**src/rtl/freq_bcd_conv_if.sv**
```systemverilog
// Bus between the frequency meter (master) and the BCD converter (slave).
// It carries the measured word and its update strobe in, and the display result out.
interface freq_bcd_conv_if #(
    parameter int W = 32,
    parameter int D = 10
);
    logic [W-1:0]   freq_in;
    logic           ovf_in;
    logic           upd;
    logic [4*D-1:0] bcd;
    logic [D-1:0]   blank;
    logic [3:0]     ndig;
    logic           ovf;
    logic           valid;
    logic           busy;
    logic           ovr;

    modport master (
        output freq_in, ovf_in, upd,
        input  bcd, blank, ndig, ovf, valid, busy, ovr
    );

    modport slave (
        input  freq_in, ovf_in, upd,
        output bcd, blank, ndig, ovf, valid, busy, ovr
    );
endinterface

```
**src/rtl/freq_bcd_conv.sv**
```systemverilog
// Binary-to-BCD converter for a frequency display, using shift-and-add-3.
// It also produces a leading-zero mask and a significant-digit count.
module freq_bcd_conv #(
    parameter int W = 32,
    parameter int D = 10
) (
    input logic            clk,
    input logic            reset,
    freq_bcd_conv_if.slave bus
);
    localparam logic [1:0] IDLE  = 2'd0;
    localparam logic [1:0] SHIFT = 2'd1;
    localparam logic [1:0] DONE  = 2'd2;

    logic           sync1, sync2, sync3, primed, armed, req;
    logic [W-1:0]   hold_freq, hold_freq_nx;
    logic           hold_ovf, hold_ovf_nx;
    logic [1:0]     state;
    logic [W-1:0]   bin;
    logic [4*D-1:0] scratch, scratch_adj, scratch_nx;
    logic [5:0]     cnt;
    logic           pending, conv_ovf, start, last;
    logic [3:0]     ndig_c;
    logic [D-1:0]   blank_c;
    logic [4*D-1:0] bcd_r;
    logic [D-1:0]   blank_r;
    logic [3:0]     ndig_r;
    logic           ovf_r, ovr_r;

    // armed stays low until sync1 has seen upd low, so a level that is already high at release is ignored
    assign req = sync2 & ~sync3 & armed;

    always_ff @(posedge clk or negedge reset) begin
        if (!reset) begin
            sync1  <= 1'b0;
            sync2  <= 1'b0;
            sync3  <= 1'b0;
            primed <= 1'b0;
            armed  <= 1'b0;
        end else begin
            sync1  <= bus.upd;
            sync2  <= sync1;
            sync3  <= sync2;
            primed <= 1'b1;
            armed  <= armed | (primed & ~sync1);
        end
    end

    assign hold_freq_nx = req ? bus.freq_in : hold_freq;
    assign hold_ovf_nx  = req ? bus.ovf_in  : hold_ovf;

    always_ff @(posedge clk or negedge reset) begin
        if (!reset) begin
            hold_freq <= '0;
            hold_ovf  <= 1'b0;
        end else begin
            hold_freq <= hold_freq_nx;
            hold_ovf  <= hold_ovf_nx;
        end
    end

    always_comb begin
        scratch_adj = scratch;
        for (int i = 0; i < D; i++) begin
            if (scratch[4*i +: 4] >= 4'd5)
                scratch_adj[4*i +: 4] = scratch[4*i +: 4] + 4'd3;
        end
        scratch_nx = {scratch_adj[4*D-2:0], bin[W-1]};
        ndig_c = 4'd1;
        for (int i = 1; i < D; i++) begin
            if (scratch_nx[4*i +: 4] != 4'd0)
                ndig_c = 4'(i + 1);
        end
        blank_c = '0;
        for (int i = 0; i < D; i++)
            blank_c[i] = (i >= int'(ndig_c));
    end

    assign last  = (cnt == 6'(W - 1));
    assign start = ((state == IDLE) && req) || ((state == DONE) && (pending || req));

    // Results are loaded on the final shift so they are already valid in the DONE cycle
    always_ff @(posedge clk or negedge reset) begin
        if (!reset) begin
            state    <= IDLE;
            bin      <= '0;
            scratch  <= '0;
            cnt      <= '0;
            conv_ovf <= 1'b0;
            bcd_r    <= '0;
            blank_r  <= {{(D-1){1'b1}}, 1'b0};
            ndig_r   <= 4'd1;
            ovf_r    <= 1'b0;
        end else if (start) begin
            state    <= SHIFT;
            bin      <= hold_freq_nx;
            conv_ovf <= hold_ovf_nx;
            scratch  <= '0;
            cnt      <= '0;
        end else if (state == SHIFT) begin
            scratch <= scratch_nx;
            bin     <= {bin[W-2:0], 1'b0};
            cnt     <= cnt + 6'd1;
            if (last) begin
                state   <= DONE;
                bcd_r   <= scratch_nx;
                blank_r <= blank_c;
                ndig_r  <= ndig_c;
                ovf_r   <= conv_ovf;
            end
        end else begin
            state <= IDLE;
        end
    end

    // A request arriving in DONE is consumed immediately by start, so pending only accumulates in SHIFT
    always_ff @(posedge clk or negedge reset) begin
        if (!reset) begin
            pending <= 1'b0;
            ovr_r   <= 1'b0;
        end else begin
            if (state == SHIFT)
                pending <= pending | req;
            else
                pending <= 1'b0;
            if (req && pending && (state != IDLE))
                ovr_r <= 1'b1;
        end
    end

    assign bus.bcd   = bcd_r;
    assign bus.blank = blank_r;
    assign bus.ndig  = ndig_r;
    assign bus.ovf   = ovf_r;
    assign bus.valid = (state == DONE);
    assign bus.busy  = (state != IDLE);
    assign bus.ovr   = ovr_r;
endmodule

```
**src/flat_wrapper.sv**
```systemverilog
// flat-port wrapper written by rule: the top's interface ports become plain ports
module freq_bcd_conv_flat 
#(
    parameter int W = 32,
    parameter int D = 10
)
  (clk, reset, bus_freq_in, bus_ovf_in, bus_upd, bus_bcd, bus_blank, bus_ndig, bus_ovf, bus_valid, bus_busy, bus_ovr);
  freq_bcd_conv_if #(.W(W), .D(D)) bus_i ();
  input logic clk;
  input logic reset;
  input wire logic [$bits(bus_i.freq_in)-1:0] bus_freq_in;
  input wire logic [$bits(bus_i.ovf_in)-1:0] bus_ovf_in;
  input wire logic [$bits(bus_i.upd)-1:0] bus_upd;
  output wire logic [$bits(bus_i.bcd)-1:0] bus_bcd;
  output wire logic [$bits(bus_i.blank)-1:0] bus_blank;
  output wire logic [$bits(bus_i.ndig)-1:0] bus_ndig;
  output wire logic [$bits(bus_i.ovf)-1:0] bus_ovf;
  output wire logic [$bits(bus_i.valid)-1:0] bus_valid;
  output wire logic [$bits(bus_i.busy)-1:0] bus_busy;
  output wire logic [$bits(bus_i.ovr)-1:0] bus_ovr;
  assign bus_i.freq_in = bus_freq_in;
  assign bus_i.ovf_in = bus_ovf_in;
  assign bus_i.upd = bus_upd;
  assign bus_bcd = bus_i.bcd;
  assign bus_blank = bus_i.blank;
  assign bus_ndig = bus_i.ndig;
  assign bus_ovf = bus_i.ovf;
  assign bus_valid = bus_i.valid;
  assign bus_busy = bus_i.busy;
  assign bus_ovr = bus_i.ovr;
  freq_bcd_conv #(.W(W), .D(D)) u_core (.clk(clk), .reset(reset), .bus(bus_i));
endmodule
```
**config.mk**
```make
export PLATFORM = sky130hd
export DESIGN_NAME = freq_bcd_conv_flat
export DESIGN_NICKNAME = d
export VERILOG_FILES = /design/src/rtl/freq_bcd_conv_if.sv /design/src/rtl/freq_bcd_conv.sv /design/src/flat_wrapper.sv
export SDC_FILE = /design/constraint.sdc
export NUM_CORES = 1
export LEC_CHECK = 0
export CAP_MARGIN = 30
export CORE_AREA = 2 2 129 131
export CTS_CLUSTER_SIZE = 10
export DETAILED_ROUTE_END_ITERATION = 8
export DIE_AREA = 0 0 131 133
export PLACE_DENSITY = 0.85
export SLEW_MARGIN = 0
export SYNTH_ARGS = -nofsm -noshare
export SYNTH_HDL_FRONTEND = slang
export SYNTH_SLANG_ARGS = --single-unit
```
**constraint.sdc**
```tcl
create_clock -name clk -period 2.7 [get_ports clk]
set_clock_uncertainty 0.1 [all_clocks]
set_input_delay 0.27 -clock clk [delete_from_list [all_inputs] [get_ports clk]]
set_output_delay 0.27 -clock clk [all_outputs]
set_load 0.005 [all_outputs]
```
======== After elaboration in Yosys (flattened, before gate mapping) ========
Index checks and enable logic that the tools add are counted.
storage, ports and cells
  input bits .............................. 36
  logic and storage cells ................. 111
  output and inout port bits .............. 58
  flip-flop bits (word level) ............. 176
cells by class
  bitwise gates (word level) .............. 8
  reduce and logical (&&, ||, !) cells .... 19
  add/sub/neg operators ................... 11
  mux-type cells .......................... 31
  equality and inequality tests ........... 4
  order comparisons ....................... 20
operator list
  kind                   number
  $mux W32               3
  $mux W40               2
  $mux W4                12
  $ge A4 B3 Y1 const B   10
  $add A4 B2 Y4 const B  9
  $reduce_bool A4 Y1     9
  $ge A3 B4 Y1 const A   4
  $mux W3                5
  $mux W6                2
  $mux W2                5
  $ge A1 B4 Y1 const A   2
  $ge A2 B4 Y1 const A   2
  $ge A4 B4 Y1 const A   2
  $add A6 B1 Y6 const B  1
  $eq A6 B5 Y1 const B   1
  $logic_and A1 B1 Y1    4
  $reduce_bool A2 Y1     2
  $add A3 B2 Y3 const B  1
  $and A1 B1 Y1          3
  $ne A3 B1 Y1 const B   1
  $not A1 Y1             3
  $reduce_and A3 Y1      1
  $eq A2 B1 Y1 const B   1
  $eq A2 B2 Y1 const B   1
  4 further kinds        7

======== Longest topological paths before layout ========
Gate-level depths: netlist of the first run.
  depth in word-level cells ............... 13
  gate-level depth with buffers ........... 10
  mapped depth without buffers ............ 9

======== Least setup slack after synthesis of the first run ========
OpenSTA, ideal clock, no wires.
  kind .................................... register to register
  start ................................... register u_core.scratch[36]
  end ..................................... register u_core.blank_r[2] (netlist: u_core.bus.blank[2])
  setup slack ............................. 176 ps
  clock period less this slack ............ 2524 ps
  library setup time ...................... 73 ps
  required time ........................... 2527 ps
  arrival time ............................ 2351 ps
  cell stages (with the launch flop) ...... 11
  path buffers ............................ 1
  path through ............................ dfrtp_1 inv_1 ha_1 nand2b_1 a21oi_2 xnor2_1 nand4_4 or4_4 buf_6 o31a_1 a21oi_1
on the way
  word-level cells in the longest chain between the ends .. 5
  elaborated cells between the ends (all ways) .. 6
  those cells by class .................... add/sub (1); order compare (2); mux (2); reduce/logical (1)
ends and longest elaborated chain
  element                                        line                                      source
  from (decl)                                    freq_bcd_conv.sv:20                       logic [4*D-1:0] scratch, scratch_adj, scratch_nx;
  from (signal assigned)                         freq_bcd_conv.sv:101                      scratch <= scratch_nx;
  $ge A4 B3 Y1 or $add A3 B2 Y3 (tied branches)  freq_bcd_conv.sv:65, freq_bcd_conv.sv:66
  $mux W3 (*)                                    freq_bcd_conv.sv:65                       if (scratch[4*i +: 4] >= 4'd5)
  $reduce_bool A4 Y1 (*)                         freq_bcd_conv.sv:71                       if (scratch_nx[4*i +: 4] != 4'd0)
  $mux W4 (*)                                    freq_bcd_conv.sv:71
  $ge A2 B4 Y1 (*)                               freq_bcd_conv.sv:76                       blank_c[i] = (i >= int'(ndig_c));
  to (signal assigned)                           freq_bcd_conv.sv:91                       blank_r <= {{(D-1){1'b1}}, 1'b0};
  to (signal assigned)                           freq_bcd_conv.sv:107                      blank_r <= blank_c;
  to (decl)                                      freq_bcd_conv.sv:26                       logic [D-1:0] blank_r;
Mark *: on every way between the ends. The rest lies on a longest branch, timed or not.
A chain may end at the register's enable or synchronous reset.

======== Final worst setup path of the first run ========
  start ................................... register u_core.scratch[33]
  end ..................................... register u_core.blank_r[3] (netlist: u_core.bus.blank[3])
on the way
  word-level cells in the longest chain between the ends .. 6
  elaborated cells between the ends (all ways) .. 8
  those cells by class .................... add/sub (1); order compare (2); mux (3); reduce/logical (2)
ends and longest elaborated chain
  element                                        line
  $add A4 B2 Y4 or $ge A4 B3 Y1 (tied branches)  freq_bcd_conv.sv:66, freq_bcd_conv.sv:65
  $mux W4 (*)                                    freq_bcd_conv.sv:65
  $reduce_bool A4 Y1                             freq_bcd_conv.sv:71
  $mux W4                                        freq_bcd_conv.sv:71
  $mux W4 (*)                                    freq_bcd_conv.sv:71
  $ge A2 B4 Y1 (*)                               freq_bcd_conv.sv:76
Marked as above.

==> results of run 1 <==
[state kept, by name (all words and copies together), names as in the netlist]
register          flops
u_core.bus.bcd       40
u_core.scratch       40
u_core.bin           32
u_core.hold_freq     32
u_core.bus.blank     10
u_core.cnt            6
u_core.bus.ndig       4
u_core.state          2
u_core.armed          1
u_core.bus.ovf        1
u_core.bus.ovr        1
u_core.conv_ovf       1
u_core.hold_ovf       1
u_core.pending        1
u_core.primed         1
u_core.sync1          1
u_core.sync2          1
u_core.sync3          1
[repair_timing]
item	CTS	global route
setup buffers	1	4
hold buffers	1	0
endpoints found under the setup margin	2	7
gates resized for setup	5	12
endpoints found under the hold margin	55	0
pin swaps	2	3
[critical path, stage by stage (launching register included)]
cell and delay, ps:
sky130_fd_sc_hd__dfrtp_1 380, sky130_fd_sc_hd__inv_1 110, sky130_fd_sc_hd__ha_1 190, sky130_fd_sc_hd__nand2b_1 190
sky130_fd_sc_hd__a21oi_4 220, sky130_fd_sc_hd__mux2_4 200, sky130_fd_sc_hd__nand4_2 140, sky130_fd_sc_hd__or4_4 580
sky130_fd_sc_hd__buf_4 160, sky130_fd_sc_hd__o31ai_1 260
[layout make-up]
class	count	area (um2)	share of cell area, %
well taps	220	275	2.81
flip-flops and latches	176	4420	45.1
clock buffers	19	433	4.42
inverters	23	86.3	0.882
repair buffers	115	1120	11.5
clock inverters	13	163	1.66
multi-input cells	486	3290	33.6
[cells in the mapped netlist, types with 13 or more instances]
cell type and n:
sky130_fd_sc_hd__nand2b_1 13, sky130_fd_sc_hd__ha_1 21, sky130_fd_sc_hd__nor3b_1 19, sky130_fd_sc_hd__nor2_1 36, sky130_fd_sc_hd__a21oi_1 60, sky130_fd_sc_hd__o21ai_0 74
sky130_fd_sc_hd__inv_1 23, sky130_fd_sc_hd__nand3_1 43, sky130_fd_sc_hd__and3_1 32, sky130_fd_sc_hd__a221o_1 31, sky130_fd_sc_hd__nand2_1 57, sky130_fd_sc_hd__dfrtp_1 166
sky130_fd_sc_hd__clkbuf_1 32, sky130_fd_sc_hd__mux2_2 41
[power groups by stage]
stage	sequential, uW	clock (uW)	combinational [uW]
2_1_floorplan	4030	0	2760
3_3_place_gp	4120	0	3940
3_5_place_dp	4150	0	4120
4_1_cts	4130	2520	4210
5_1_grt	4270	2630	4810
6_report	4170	2480	4350
[worst paths after layout]
path	from	endpoint	cells past startpoint
max reg2reg	u_core.scratch[33]	u_core.bus.blank[3]	9
min in group asynchronous	reset	u_core.hold_freq[11]	2
min reg2reg	u_core.sync1	u_core.sync2	0
min	bus_upd	u_core.sync1	1
max in group asynchronous	reset	u_core.bus.blank[7]	3
max	u_core.scratch[33]	u_core.bus.blank[3]	9
[routing by layer]
metal / share of wire (%) / up-vias / wire length, um
met1: 43 / 2967 / 7830
li1: - / 2775 / -
met4: 2.2 / 0 / 399
met2: 50 / 162 / 9090
met5: 0 / - / 0
met3: 4.1 / 29 / 747
[cell families (layout without fill, tap and decap cells)]
group / after synthesis / count (layout)
AND/OR/NAND/NOR: 218 / 218
buffers and inverters: 66 / 170
multiplexers: 45 / 45
AO/OA/AOI/OAI: 188 / 188
flip-flops: 176 / 176
other: 1 / 1
XOR/XNOR: 13 / 13
adder cells (fa/ha/maj): 21 / 21
[per-stage QoR]
stage               cell area (um2)  hold slack [ps]  util, %  setup slack [ps]  TNS (ps)
floorplan                      7860             -126        -               176         0
global placement               9070              171     56.1               133         0
detailed placement             9070              176     56.1             -43.7     -65.9
CTS                            9700              205     60.0              3.42         0
global route                   9790              200     60.5             -12.0     -12.0
finish                         9790              215     60.5              71.5         0
==> flow_metrics.py, run 1 <==
metrics = {
    "timing": {
        "actual_slew_at_the_worst_max_slew_pin_ps": 871,
        "finalCritPeriodShare_pct": 97.4,
        "max-slew-margin-rel_pct": 42.0,
        "maxClockFrequency_mhz": 380,
        "timing.final.crit_period_ps": 2630,
        "setup_viol": 0,
        "hold_violations": 0,
        "timing.final.max_slew_violations": 0,
    },
    "power_and_ir_drop": {
        "vdd_drop_max_mv": 0.638,
        "power.static_leakage_uw": 0.00431,
        "fin_total_pwr_uw": 11000,
        "power.share.sequential_pct": 37.9,
        "clockPowerShare_pct": 22.5,
        "total_switching_power_uw": 4010,
        "share_comb_of_total_power_pct": 39.5,
        "cell_internal_pwr_uw": 7000,
        "netSwitchingFraction_pct": 36.4,
        "power_per_cell_area_mw_per_mm2": 1120,
    },
    "routing": {
        "firstDrtPassIters": 5,
        "route.detailed.drc": 0,
        "dr.first_iter.drc_count": 466,
        "ant_nets": 0,
        "drt_wl_total_um": 18100,
        "route.vias.total": 5933,
        "drt-wirelength-per-cell_um": 17.2,
        "avgViaCountPerCell": 5.64,
    },
    "layout": {
        "leading_cell_type_in_the_layout_fill_and_taps_excluded": "sky130_fd_sc_hd__dfrtp_1",
        "antenna_cells": 0,
        "final_layout_size_suffix_gt1_share_pct": 15.9,
        "finish.net_count": 876,
        "finish.cell_count_without_fillers": 1052,
        "final.fill_count": 1272,
        "mostFrequentLayoutCells": "sky130_fd_sc_hd__dfrtp_1, sky130_fd_sc_hd__clkdlybuf4s50_1, sky130_fd_sc_hd__o21ai_0",
        "synthesis_to_layout_area_growth_pct": 24.5,
    },
    "worst_setup_path": {
        "critical_path_source_type": "flop",
        "critical_path.max_fanout": 4,
        "critPathRequiredTime_ps": 2930,
        "timing.setup.critical_path_class": "flop to flop",
        "reg2reg_slack_ps": 70,
        "worstSetupEndpointType": "flop",
        "timing.critical_path.arrival_ps": 2860,
    },
    "synth": {
        "ys.flop_type": "sky130_fd_sc_hd__dfrtp_1",
        "synth_seq_area_share_pct": 56.2,
        "synth_area_leaders": "sky130_fd_sc_hd__dfrtp_1, sky130_fd_sc_hd__mux2_2, sky130_fd_sc_hd__o21ai_0, sky130_fd_sc_hd__a221o_1, sky130_fd_sc_hd__a21oi_1",
        "synthDominantAreaCellType": "sky130_fd_sc_hd__dfrtp_1",
        "synthesis.area_mm2": 0.00786,
        "post_synth_inst_count": 728,
        "post_synth_and_or_nand_nor_area_fraction_pct": 14.4,
        "synth-adder-area-share_pct": 3.34,
        "net_count_after_synthesis": 785,
        "netlist-cell-type-count": 41,
        "synth_warnings": 0,
        "synth_top_family_by_area": "compound AO/OA/AOI/OAI gates",
        "postSynth.asyncResetShare_pct": 100,
        "synth_xor_area_share_pct": 1.45,
        "ys_seq_elements": 176,
        "post_synth_mux_area_share_pct": 6.51,
        "synthesis.area_per_instance_um2": 10.8,
        "synth_top_area_share_pct": 52.8,
        "synth-compound-area-share_pct": 14.8,
        "post_synth_edffs": 0,
    },
    "die": {
        "die_area_mm2": 0.0174,
        "floorplan.io_pins": 94,
        "placementRows": 47,
        "initial_core_util_pct": 48.6,
        "die_height_um": 133,
        "floorplan.core_area_mm2": 0.0162,
        "die_width_um": 131,
    },
    "global_routing": {
        "groute.usage.overall_pct": 21.6,
        "grt_antenna_before_repair": 0,
        "grt.met3_usage_pct": 4.33,
        "global_route_wire_length_before_repair_um": 29300,
        "grt_start_max_net_pins": 59,
        "global_route.usage.met1_pct": 29.0,
        "grt.overflow.total": 0,
        "met2_usage_pct": 34.4,
        "top_usage_layer": "met2",
        "first_global_vias": 5906,
    },
    "clocking": {
        "clkTransAtPathRegs_ps": 60,
        "cts_tree": "built",
        "cts_root_buffer": "sky130_fd_sc_hd__clkbuf_16",
        "cts-buffers-inserted": 17,
        "cts_max_level": 4,
        "clk_latency_ps": 430,
        "clock_sink_count": 176,
        "cts-root-to-sink-buffers": 2,
    },
    "placement": {
        "gp_routability_congestion": 0.837,
        "detailedPlacementHpwl_um": 11300,
        "dp.cells": 1014,
        "io_buffers": 93,
    },
    "status": {
        "result_of_the_run": "finished clean",
    },
    "job": {
        "cap_violations": 0,
    },
    "hold_path": {
        "hold_class": "input pin to flop",
    },
}
Note: power is estimated with default switching activity, not from simulation.
==> inputs of run 2 (changes only) <==
--- a/config.mk
+++ b/config.mk
@@ -11,7 +11,7 @@
 export DETAILED_ROUTE_END_ITERATION = 8
 export DIE_AREA = 0 0 131 133
 export PLACE_DENSITY = 0.85
-export SLEW_MARGIN = 0
+export SLEW_MARGIN = 20
 export SYNTH_ARGS = -nofsm -noshare
 export SYNTH_HDL_FRONTEND = slang
 export SYNTH_SLANG_ARGS = --single-unit
==> results of run 2 <==
Final layout, timing and power as in run 1 (identical DEF).
